--- src/rtl/m1t_mem_pkg.sv ---
// Shared types and default widths for the M1T unified-memory arbiter.
// Latency: n/a (types, constants and a pure helper function only).
// Backpressure: n/a.
package m1t_mem_pkg;

    localparam int M1T_ADDR_W = 15;
    localparam int M1T_DATA_W = 16;
    localparam int M1T_TAG_W  = 4;

    // One in-flight read: who gets the data back and, for data reads, where it goes.
    typedef struct packed {
        logic                 valid;
        logic                 is_fetch;
        logic [M1T_TAG_W-1:0] tag;
    } resp_entry_t;

    // A flush kills fetch responses only; data reads always complete.
    function automatic resp_entry_t apply_flush(input resp_entry_t e, input logic flush);
        resp_entry_t r;
        r = e;
        if (flush && e.is_fetch) begin
            r.valid = 1'b0;
        end
        return r;
    endfunction

endpackage

--- src/rtl/mem_resp_pipe_m1t.sv ---
// Response tracker: carries {valid, is_fetch, tag} alongside the RAM read latency.
// Latency: RAM_LAT cycles from push to head; head is flush-masked combinationally.
// Backpressure: none, advances every cycle; the consumer must take head when valid.
// Ports: clk, async_rst, flush (kill in-flight fetches), push (new entry), head (exiting entry).
module mem_resp_pipe_m1t
    import m1t_mem_pkg::*;
#(
    parameter int RAM_LAT = 1
)(
    input  logic        clk,
    input  logic        async_rst,
    input  logic        flush,
    input  resp_entry_t push,
    output resp_entry_t head
);

    resp_entry_t stage [RAM_LAT];

    // The entry pushed this cycle is never flushed; only entries already in flight are.
    always_ff @(posedge clk or posedge async_rst) begin
        if (async_rst) begin
            for (int i = 0; i < RAM_LAT; i++) begin
                stage[i] <= '0;
            end
        end else begin
            stage[0] <= push;
            for (int i = 1; i < RAM_LAT; i++) begin
                stage[i] <= apply_flush(stage[i-1], flush);
            end
        end
    end

    // The exiting entry is also in flight, so a flush in its return cycle suppresses it.
    assign head = apply_flush(stage[RAM_LAT-1], flush);

endmodule

--- src/rtl/unified_mem_arbiter_m1t.sv ---
// Arbitrates one single-port RAM between instruction fetch and data port, one access per cycle.
// Latency: grant is combinational; read responses return exactly RAM_LAT cycles after grant.
// Backpressure: losing side sees if_stall / no d_gnt and must hold its request; no buffering.
// Ports: fetch side (if_*), data side (d_*), RAM macro side (ram_*), clk and async_rst.
// TAG_W must equal the package tag width, since the response entry struct is sized from it.
module unified_mem_arbiter_m1t
    import m1t_mem_pkg::*;
#(
    parameter int ADDR_W    = M1T_ADDR_W,
    parameter int DATA_W    = M1T_DATA_W,
    parameter int TAG_W     = M1T_TAG_W,
    parameter int RAM_LAT   = 1,
    parameter int MAX_D_RUN = 4
)(
    input  logic              clk,
    input  logic              async_rst,
    input  logic              if_req,
    input  logic [ADDR_W-1:0] if_addr,
    input  logic              if_flush,
    output logic              if_stall,
    output logic              if_rvalid,
    output logic [DATA_W-1:0] if_rdata,
    input  logic              d_req,
    input  logic              d_we,
    input  logic [ADDR_W-1:0] d_addr,
    input  logic [1:0]        d_be,
    input  logic [DATA_W-1:0] d_wdata,
    input  logic [TAG_W-1:0]  d_tag,
    output logic              d_gnt,
    output logic              d_rvalid,
    output logic [DATA_W-1:0] d_rdata,
    output logic [TAG_W-1:0]  d_rtag,
    output logic              ram_en,
    output logic              ram_we,
    output logic [ADDR_W-1:0] ram_addr,
    output logic [1:0]        ram_be,
    output logic [DATA_W-1:0] ram_wdata,
    input  logic [DATA_W-1:0] ram_rdata
);

    localparam logic [3:0] MAX_RUN = 4'(MAX_D_RUN);

    logic              data_gnt;
    logic              fetch_gnt;
    logic [3:0]        run_cnt;
    resp_entry_t       push;
    resp_entry_t       head;
    logic [DATA_W-1:0] if_rdata_q;
    logic [DATA_W-1:0] d_rdata_q;
    logic [TAG_W-1:0]  d_rtag_q;

    // Data wins unless it has already taken MAX_D_RUN grants in a row while fetch waited.
    // Reset gates both grants so the RAM is never enabled while reset is asserted.
    assign data_gnt  = !async_rst && d_req && (!if_req || (run_cnt < MAX_RUN));
    assign fetch_gnt = !async_rst && if_req && !data_gnt;

    assign d_gnt    = data_gnt;
    assign if_stall = !async_rst && if_req && !fetch_gnt;

    assign ram_en    = data_gnt || fetch_gnt;
    assign ram_we    = data_gnt && d_we;
    assign ram_addr  = data_gnt ? d_addr : (fetch_gnt ? if_addr : '0);
    assign ram_be    = (data_gnt && d_we) ? d_be : (ram_en ? 2'b11 : 2'b00);
    assign ram_wdata = (data_gnt && d_we) ? d_wdata : '0;

    always_ff @(posedge clk or posedge async_rst) begin
        if (async_rst) begin
            run_cnt <= '0;
        end else if (!if_req || fetch_gnt) begin
            run_cnt <= '0;
        end else if (data_gnt && (run_cnt < MAX_RUN)) begin
            run_cnt <= run_cnt + 4'd1;
        end
    end

    // Only reads occupy a response slot; writes leave a bubble.
    always_comb begin
        push          = '0;
        push.valid    = fetch_gnt || (data_gnt && !d_we);
        push.is_fetch = fetch_gnt;
        push.tag      = data_gnt ? d_tag : '0;
    end

    mem_resp_pipe_m1t #(
        .RAM_LAT (RAM_LAT)
    ) u_resp_pipe (
        .clk       (clk),
        .async_rst (async_rst),
        .flush     (if_flush),
        .push      (push),
        .head      (head)
    );

    assign if_rvalid = head.valid && head.is_fetch;
    assign d_rvalid  = head.valid && !head.is_fetch;

    // RAM data is only guaranteed during the return cycle, so the last value is held here.
    always_ff @(posedge clk or posedge async_rst) begin
        if (async_rst) begin
            if_rdata_q <= '0;
            d_rdata_q  <= '0;
            d_rtag_q   <= '0;
        end else begin
            if (if_rvalid) begin
                if_rdata_q <= ram_rdata;
            end
            if (d_rvalid) begin
                d_rdata_q <= ram_rdata;
                d_rtag_q  <= head.tag;
            end
        end
    end

    assign if_rdata = if_rvalid ? ram_rdata : if_rdata_q;
    assign d_rdata  = d_rvalid  ? ram_rdata : d_rdata_q;
    assign d_rtag   = d_rvalid  ? head.tag  : d_rtag_q;

endmodule

--- config.mk ---
export PLATFORM = sky130hd
export DESIGN_NAME = unified_mem_arbiter_m1t
export DESIGN_NICKNAME = d
export VERILOG_FILES = /design/src/rtl/m1t_mem_pkg.sv /design/src/rtl/mem_resp_pipe_m1t.sv /design/src/rtl/unified_mem_arbiter_m1t.sv
export SDC_FILE = /design/constraint.sdc
export NUM_CORES = 1
export LEC_CHECK = 0
export ABC_AREA = 1
export ABC_CLOCK_PERIOD_IN_PS = 5000
export CORE_MARGIN = 10
export CORE_UTILIZATION = 38
export DETAILED_ROUTE_END_ITERATION = 6
export PLACE_DENSITY = 0.85
export SYNTH_ARGS = -nofsm -noshare
export SYNTH_HDL_FRONTEND = slang
export SYNTH_SLANG_ARGS = --single-unit
--- constraint.sdc ---
create_clock -name clk -period 5 [get_ports clk]
set_input_delay 0.75 -clock clk [delete_from_list [all_inputs] [get_ports clk]]
set_output_delay 0.75 -clock clk [all_outputs]
set_load 0.05 [all_outputs]
After elaboration in Yosys (flattened, before gate mapping)

Index checks and enable logic that the tools add are counted.

Latch bits: 0
Output and inout bits: 75
Word-level logic and storage cells: 43
Flip-flop bits (word level): 46
Memory bits (writable): 0
Memories kept: 0
Bits in read-only memories: 0

$mul: 0
Add/sub/neg operators: 1
Shifts and indexed selects: 0
Equality and inequality tests: 0
Reduce and logical (&&, ||, !) cells: 22
Bitwise logic cells: 0
Muxes and demuxes: 12
Order comparisons: 1
Divide/modulo/power cells: 0

Operators by type and width:

| operator            | count |
|---|---|
| $mux 16             | 3 |
| $mux 15             | 2 |
| $mux 4              | 4 |
| $logic_and 1x1->1   | 11 |
| $logic_not 1->1     | 6 |
| $add 4x1->4 const B | 1 |
| $logic_or 1x1->1    | 4 |
| $lt 4x3->1 const B  | 1 |
| $mux 2              | 2 |
| $reduce_bool 2->1   | 1 |
| $mux 1              | 1 |

Longest topological paths before layout

Gate-level depths: netlist (run 1).

Depth in word-level cells: 8
Gate-level depth with buffers: 7
Mapped depth without buffers: 7

Modules after synthesis

A second synthesis (run 1) with hierarchy kept.

Cell total of the unflattened synthesis: 285
Area, all modules: 2,237.1 µm²

Modules (own cells, without submodules):

| module                  | cells an instance | times used | area an instance (µm²) | seq. area each (µm²) |
|---|---|---|---|---|
| unified_mem_arbiter_m1t | 271               | 1          | 2,033.2                | 1,001.0 |
| mem_resp_pipe_m1t       | 14                | 1          | 203.9                  | 150.1 |

Worst setup path after synthesis (run 1)

OpenSTA, ideal clock, no wires.

Path kind: input to output
Start: in async_rst
End: out ram_be[0]
Arrival: 2,961 ps
Stages: 7
Setup slack: 1,289 ps
Path through: inv_1 > nand2_1 > inv_1 > nor2_1 > inv_1 > nand2_1 > nand2_1

Longest elaborated chain between the ends: 8

Ends and longest elaborated chain:

| item                           | RTL line                      | RTL |
|---|---|---|
| start, declared                | unified_mem_arbiter_m1t.sv:16 | `input logic async_rst,` |
| $logic_not 1->1 (no line) (*)  | --                            |  |
| $logic_and 1x1->1 (2 in a row) | unified_mem_arbiter_m1t.sv:54 | `assign data_gnt = !async_rst && d_req && (!if_req \|\| (run_cnt < MAX_RUN));` |
| $logic_not 1->1                | unified_mem_arbiter_m1t.sv:55 | `assign fetch_gnt = !async_rst && if_req && !data_gnt;` |
| $logic_and 1x1->1              | unified_mem_arbiter_m1t.sv:55 |  |
| $logic_or 1x1->1 (*)           | unified_mem_arbiter_m1t.sv:60 | `assign ram_en = data_gnt \|\| fetch_gnt;` |
| named net ram_en               | unified_mem_arbiter_m1t.sv:33 | `output logic ram_en,` |
| $mux 2 (*) (2 in a row)        | unified_mem_arbiter_m1t.sv:63 | `assign ram_be = (data_gnt && d_we) ? d_be : (ram_en ? 2'b11 : 2'b00);` |
| end, declared                  | unified_mem_arbiter_m1t.sv:36 | `output logic [1:0] ram_be,` |

The timed path passes the listed nets; every way through them passes the cells marked *.

Worst setup path after layout (run 1)

Start: in async_rst
End: out ram_addr[5]

Longest elaborated chain between the ends: 7

Ends and longest elaborated chain:

| item                           | RTL line                      | RTL |
|---|---|---|
| $logic_not 1->1 (no line) (*)  | --                            |  |
| $logic_and 1x1->1 (2 in a row) | unified_mem_arbiter_m1t.sv:54 |  |
| $logic_not 1->1                | unified_mem_arbiter_m1t.sv:55 |  |
| $logic_and 1x1->1              | unified_mem_arbiter_m1t.sv:55 |  |
| $mux 15                        | unified_mem_arbiter_m1t.sv:62 | `assign ram_addr = data_gnt ? d_addr : (fetch_gnt ? if_addr : '0);` |
| $mux 15 (*)                    | unified_mem_arbiter_m1t.sv:62 |  |
| end, declared                  | unified_mem_arbiter_m1t.sv:35 | `output logic [ADDR_W-1:0] ram_addr,` |

Mark *: on every way between the ends. The rest lies on a longest branch, timed or not.

==> results of run 1 <==
==> layout make-up <==
cell class | instances | area, um2 | area share
Clock inverter | 1 | 5.00 | 0.00132
Sequential cell | 46 | 1150 | 0.304
Multi-Input combinational cell | 168 | 768 | 0.203
Clock buffer | 7 | 86.3 | 0.0228
Inverter | 50 | 188 | 0.0496
Tap cell | 72 | 90.1 | 0.0238
Timing Repair Buffer | 150 | 1500 | 0.395
==> metrics by stage <==
| stage | std cells | power, mW | util |
|---|---|---|---|
| 5_1_grt | 494 | 1.32 | 0.683 |
| 4_1_cts | 494 | 1.27 | 0.683 |
| 2_1_floorplan | 278 | 0.819 | - |
| 6_report | 494 | 1.26 | 0.683 |
| 3_3_place_gp | 486 | 1.04 | 0.667 |
| 3_5_place_dp | 486 | 1.05 | 0.667 |
==> layer usage <==
| metal | up-vias | wire length (um) | track usage |
|---|---|---|---|
| met1 | 995 | 2710 | 0.160 |
| li1 | 1133 | - | - |
| met2 | 114 | 3590 | 0.276 |
| met4 | 0 | 45 | 0.0442 |
| met3 | 4 | 1310 | 0.110 |
| met5 | - | 0 | 0 |
==> how the worst max path moves through the flow <==
| stage | start | to | slack [ps] |
|---|---|---|---|
| finish | async_rst | ram_addr[5] | 1050 |
| global route | async_rst | ram_addr[4] | 890 |
| CTS | async_rst | ram_addr[1] | 1060 |
| detailed placement | async_rst | ram_addr[1] | 1050 |
| global placement | async_rst | ram_addr[6] | 1100 |
| floorplan | async_rst | ram_be[0] | 1290 |
==> kinds of logic (layout without fill, tap and decap cells) <==
kind of cell,count (synthesis),after routing,synth area share
flops,46,46,0.526
fa+ha+maj,1,1,0.00572
xor+xnor,1,1,0.00400
simple gates,131,131,0.256
buf+inv,64,208,0.123
compound gates,35,35,0.0852
==> synth_stat cells, drive strengths merged <==
cell type   n
ha          1
clkbuf      4
xnor2       1
o21ai      35
nand2      70
inv        50
nand3      33
nor2       25
buf        10
nand4       2
or2         1
dfrtp      46
==> power by group through the flow <==
stage | clock network [mW] | logic, mW | registers [mW]
after CTS | 0.232 | 0.596 | 0.446
after global routing | 0.247 | 0.622 | 0.452
after floorplan | 0 | 0.367 | 0.452
after global placement | 0 | 0.586 | 0.451
after detailed placement | 0 | 0.595 | 0.453
final | 0.221 | 0.590 | 0.446
==> worst min-delay path: cells and delay by family (launching register included) <==
kind / cells / cell delay [ps]
simple gates: 2 / 110
flops: 1 / 330
==> state kept, by name, indices dropped and copies added, names as in the netlist <==
name               count
d_rdata_q             16
d_rtag_q               4
if_rdata_q            16
run_cnt                4
u_resp_pipe.head       5
u_resp_pipe.stage      1
==> placed cells by master, fill, tap and decap left out <==
master,synthesis,final
o21ai_4,1,1
clkbuf_8,0,6
o21ai_0,34,34
nor2_1,24,24
nand2_1,70,70
buf_4,1,2
inv_1,49,48
dfrtp_1,46,46
clkdlybuf4s50_1,0,148
xnor2_1,1,1
nand3_4,1,1
or2_1,1,1
clkinv_2,0,1
nor2_4,1,1
nand3_1,32,32
nand4_1,2,2
ha_1,1,1
inv_2,1,2
clkbuf_1,3,1
==> impl_metrics.yaml, run 1 <==
global_route:
  track_usage: 0.163
  grt_pass1_vias: 2312
  grt_antenna_before_repair: 0
  grt_pass1_wl_um: 11700
  grt_max_degree: 47
  grt.overflow.total: 0
drt:
  first_pass_iters: 4
  routed_via_density: 4.55
  wire_per_inst_um: 15.5
  drcViolationCount: 0
  via_count: 2246
  antenna_left: 0
  drt-initial-drc-count: 51
  postRouteWirelength_um: 7650
placement:
  pre_cts_slack_ps: 1050
  place_hpwl_um: 6330
  numPortBuffers: 148
  dpl-instance-area_um2: 3690
  gp_congestion: 0.768
sta:
  slew_headroom: 0.312
  fmax_mhz: 253
  rsz0062_at_grt: "false"
  clock_skew_ps: 4.83
  hold_violations: 0
  tns_ps: 0
  setup_viol: 0
  worst-slew-pin-transition_ps: 1030
  holdWs_ps: 476
  period_minus_slack_ps: 3950
  fin_ws_ps: 1050
  maxSlewViolCount: 0
  min_period_over_period: 0.790
synth:
  ys_top_cells_by_area: "dfrtp_1 (53%), nand2_1 (12%), inv_1 (8.4%)"
  synth_seq_area_share: 0.526
  synth_nets: 353
  syn_area_per_cell_um2: 7.87
  yosys_warnings: 0
  ys_ff_latch: 46
  synth.distinct_cells: 19
  synth_top_area_frac: 0.526
  syn_area_um2: 2190
  netlist_instances: 278
  yosysTopAreaCell: "dfrtp_1"
clocking:
  cts_buffers: 5
  postCtsSetupBuffers: 0
  root_buffer: "clkbuf_8"
  cts_resized: 0
  clock_latency_ps: 290
  cts_tree: "built"
  h-tree-depth: 2
  cts.path.max_buffers: 2
  cts_sinks: 46
  hold_buffers: 0
  clkTransAtPathRegs_ps: 80
worst_setup_path:
  required_ps: 4250
  r2r_slack_ps: 3210
  cp.depth: 6
  start_kind: "input port"
  crit_chain: "clkdlybuf4s50_1, nor2_4, nand2_1, nand3_1, nand2_1, clkdlybuf4s50_1"
  critPathMaxStageDelay_ps: 710
  worstSetupPathType: "input port to output pin"
  r2r_cells: 5
  crit_buf_inv: 2
  r2r-start: "u_resp_pipe.stage[5]$_DFF_PP0_"
  endpoint_kind: "output pin"
  rr_endpoint: "d_rtag_q[0]$_DFF_PP0_"
  worstPathArrival_ps: 3200
  critPathTopFamily: "simple AND/OR/NAND/NOR gates"
  slowest_stage: "clkdlybuf4s50_1"
  crit_fanout: 21
floorplan:
  die_y_um: 95.9
  die_w_um: 95.9
  die_area_um2: 9190
  io_pins: 149
  initial_utilization: 0.395
  fp-row-count: 27
  core_area_um2: 5540
power:
  power.density_nw_per_um2: 332
  p_int_mw: 0.743
  vdd_drop_max_mv: 0.180
  combPwrFrac: 0.469
  switchingPower_mw: 0.513
  power.leakage_nw: 1.86
  clockPowerShare: 0.176
  switching_share: 0.409
  seq_power_share: 0.355
cells_and_area:
  nets: 496
  n_fill_cell: 454
  drive_gt1_frac: 0.0332
  design_area_um2: 3780
  area_growth_pct: 73.0
  antenna_cells: 0
hold_path:
  min_from: "u_resp_pipe.head[3]$_DFF_PP0_"
  hold_depth: 2
  min_to: "d_rtag_q[3]$_DFF_PP0_"
  hp-class: "register to register"
run_status:
  outcome: "finished clean"
run:
  maxCapViolCount: 0
(Power assumes the default switching activity.)
==> inputs of run 2 (changes only) <==
- ABC_CLOCK_PERIOD_IN_PS: 5000 -> 3600
- CORE_UTILIZATION: 38 -> 32
- PLACE_DENSITY: 0.85 -> 0.77
- clock period: 5 -> 3.6 ns (I/O delays scaled with it)
==> run 2 against run 1 <==
Compared with the run above: sequential power increased by 39%; first-iteration DRC count rose by 71%; core utilization decreased by 5.9 points; combinational power is 65% higher; clock power rose by 110%; critical path type unchanged.
==> impl_metrics.yaml, run 2 (synthesis results as in run 1) <==
run_status:
  outcome: "finished clean"
drt:
  first_pass_iters: 4
  routed_via_density: 4.45
  antenna_left: 0
  via_count: 2242
  postRouteWirelength_um: 7440
  wire_per_inst_um: 14.8
  drt-initial-drc-count: 87
  drcViolationCount: 0
floorplan:
  initial_utilization: 0.326
  die_y_um: 103
  io_pins: 149
  core_area_um2: 6720
  fp-row-count: 30
  die_w_um: 103
  die_area_um2: 10500
clocking:
  cts_buffers: 5
  root_buffer: "clkbuf_8"
  hold_buffers: 0
  postCtsSetupBuffers: 0
  cts.path.max_buffers: 2
  clock_latency_ps: 290
  h-tree-depth: 2
  cts_resized: 0
  cts_tree: "built"
  cts_sinks: 46
  clkTransAtPathRegs_ps: 80
cells_and_area:
  antenna_cells: 0
  n_fill_cell: 534
  final_common_cell: "clkdlybuf4s50_1"
  nets: 498
  drive_gt1_frac: 0.127
  final_util: 0.624
  multi_input_area_um2: 768
  seq_area_um2: 1150
  final_cell_mix: "clkdlybuf4s50_1 (111), nand2_1 (70), inv_1 (48)"
  area_growth_pct: 91.7
power:
  seq_power_share: 0.302
  p_int_mw: 1.30
  power.density_nw_per_um2: 491
  switching_share: 0.370
  power.leakage_nw: 2.08
  switchingPower_mw: 0.761
  combPwrFrac: 0.474
  vdd_drop_max_mv: 0.202
  clockPowerShare: 0.224
global_route:
  track_usage: 0.140
  grt_max_degree: 47
  grt.overflow.total: 0
  grt_pass1_wl_um: 11700
  grt_pass1_vias: 2403
  grt_antenna_before_repair: 0
sta:
  fmax_mhz: 320
  worst-slew-pin-transition_ps: 618
  tns_ps: 0
  period_minus_slack_ps: 3130
  hold_violations: 0
  clock_skew_ps: 4.75
  min_period_over_period: 0.868
  slew_headroom: 0.587
  holdWs_ps: 470
  setup_viol: 0
  maxSlewViolCount: 0
  rsz0062_at_grt: "false"
  fin_ws_ps: 474
run:
  maxCapViolCount: 0
hold_path:
  hold_depth: 2
  min_to: "d_rtag_q[3]$_DFF_PP0_"
  min_from: "u_resp_pipe.head[3]$_DFF_PP0_"
  hp-class: "register to register"
worst_setup_path:
  worstPathArrival_ps: 2590
  start_kind: "input port"
  crit_fanout: 19
  rr_endpoint: "u_resp_pipe.head[4]$_DFF_PP0_"
  endpoint_kind: "output pin"
  required_ps: 3060
  r2r-start: "run_cnt[2]$_DFFE_PP0P_"
  cp-startpoint: "if_req"
  r2r_cells: 4
  r2r_slack_ps: 1840
  worstSetupPathType: "input port to output pin"
placement:
  pre_cts_slack_ps: 473
  place_hpwl_um: 6110
  gp_congestion: 0.763
  numPortBuffers: 148
run 2: cell count changes in the layout (fill, tap and decap cells not counted), sizes merged:
| cell | previous run | this run |
|---|---|---|
| buf | 2 | 41 |
| clkdlybuf4s50 | 148 | 111 |
| bufinv | 0 | 2 |
| clkbuf | 7 | 6 |
| clkinv | 1 | 0 |
run 2: worst max-delay path by stage:
stage,endpoint,slack [ps]
final,ram_wdata[15],470
after global routing,ram_wdata[10],340
after floorplan,ram_be[0],310
after global placement,ram_wdata[0],550
after CTS,ram_wdata[15],460
after detailed placement,ram_wdata[15],470
run 2: layer usage:
layer / up-vias / global-route usage / share of wire
met5: - / 0 / 0
met4: 0 / 0.0466 / 0.011
met3: 9 / 0.0905 / 0.16
met2: 120 / 0.219 / 0.45
met1: 971 / 0.150 / 0.38
li1: 1142 / - / -
run 2: critical path, stage by stage:
cell and delay [ps]:
clkdlybuf4s50_1 500, o21ai_4 240, nand3_4 290, nor2_1 180, clkdlybuf4s50_1 830
run 2: cell type report:
class,count,share of cell area
timing repair buffer,152,0.440
multi-input combinational,168,0.183
inverter,50,0.0447
sequential,46,0.274
clock buffer,6,0.0197
clock inverter,2,0.0143
tap,80,0.0239
run 2: power groups by stage:
| stage | logic (mW) | registers [mW] | clock network [mW] |
|---|---|---|---|
| global route | 1.03 | 0.629 | 0.500 |
| global placement | 0.975 | 0.627 | 0 |
| finish | 0.976 | 0.621 | 0.461 |
| CTS | 0.987 | 0.622 | 0.478 |
| detailed placement | 0.986 | 0.631 | 0 |
| floorplan | 0.510 | 0.627 | 0 |
run 2: stage by stage:
| step | power (mW) | std cells | instance area (um2) |
|---|---|---|---|
| floorplan | 1.14 | 278 | 2190 |
| global placement | 1.60 | 496 | 4050 |
| detailed placement | 1.62 | 496 | 4050 |
| CTS | 2.09 | 504 | 4190 |
| global route | 2.16 | 504 | 4190 |
| finish | 2.06 | 504 | 4190 |
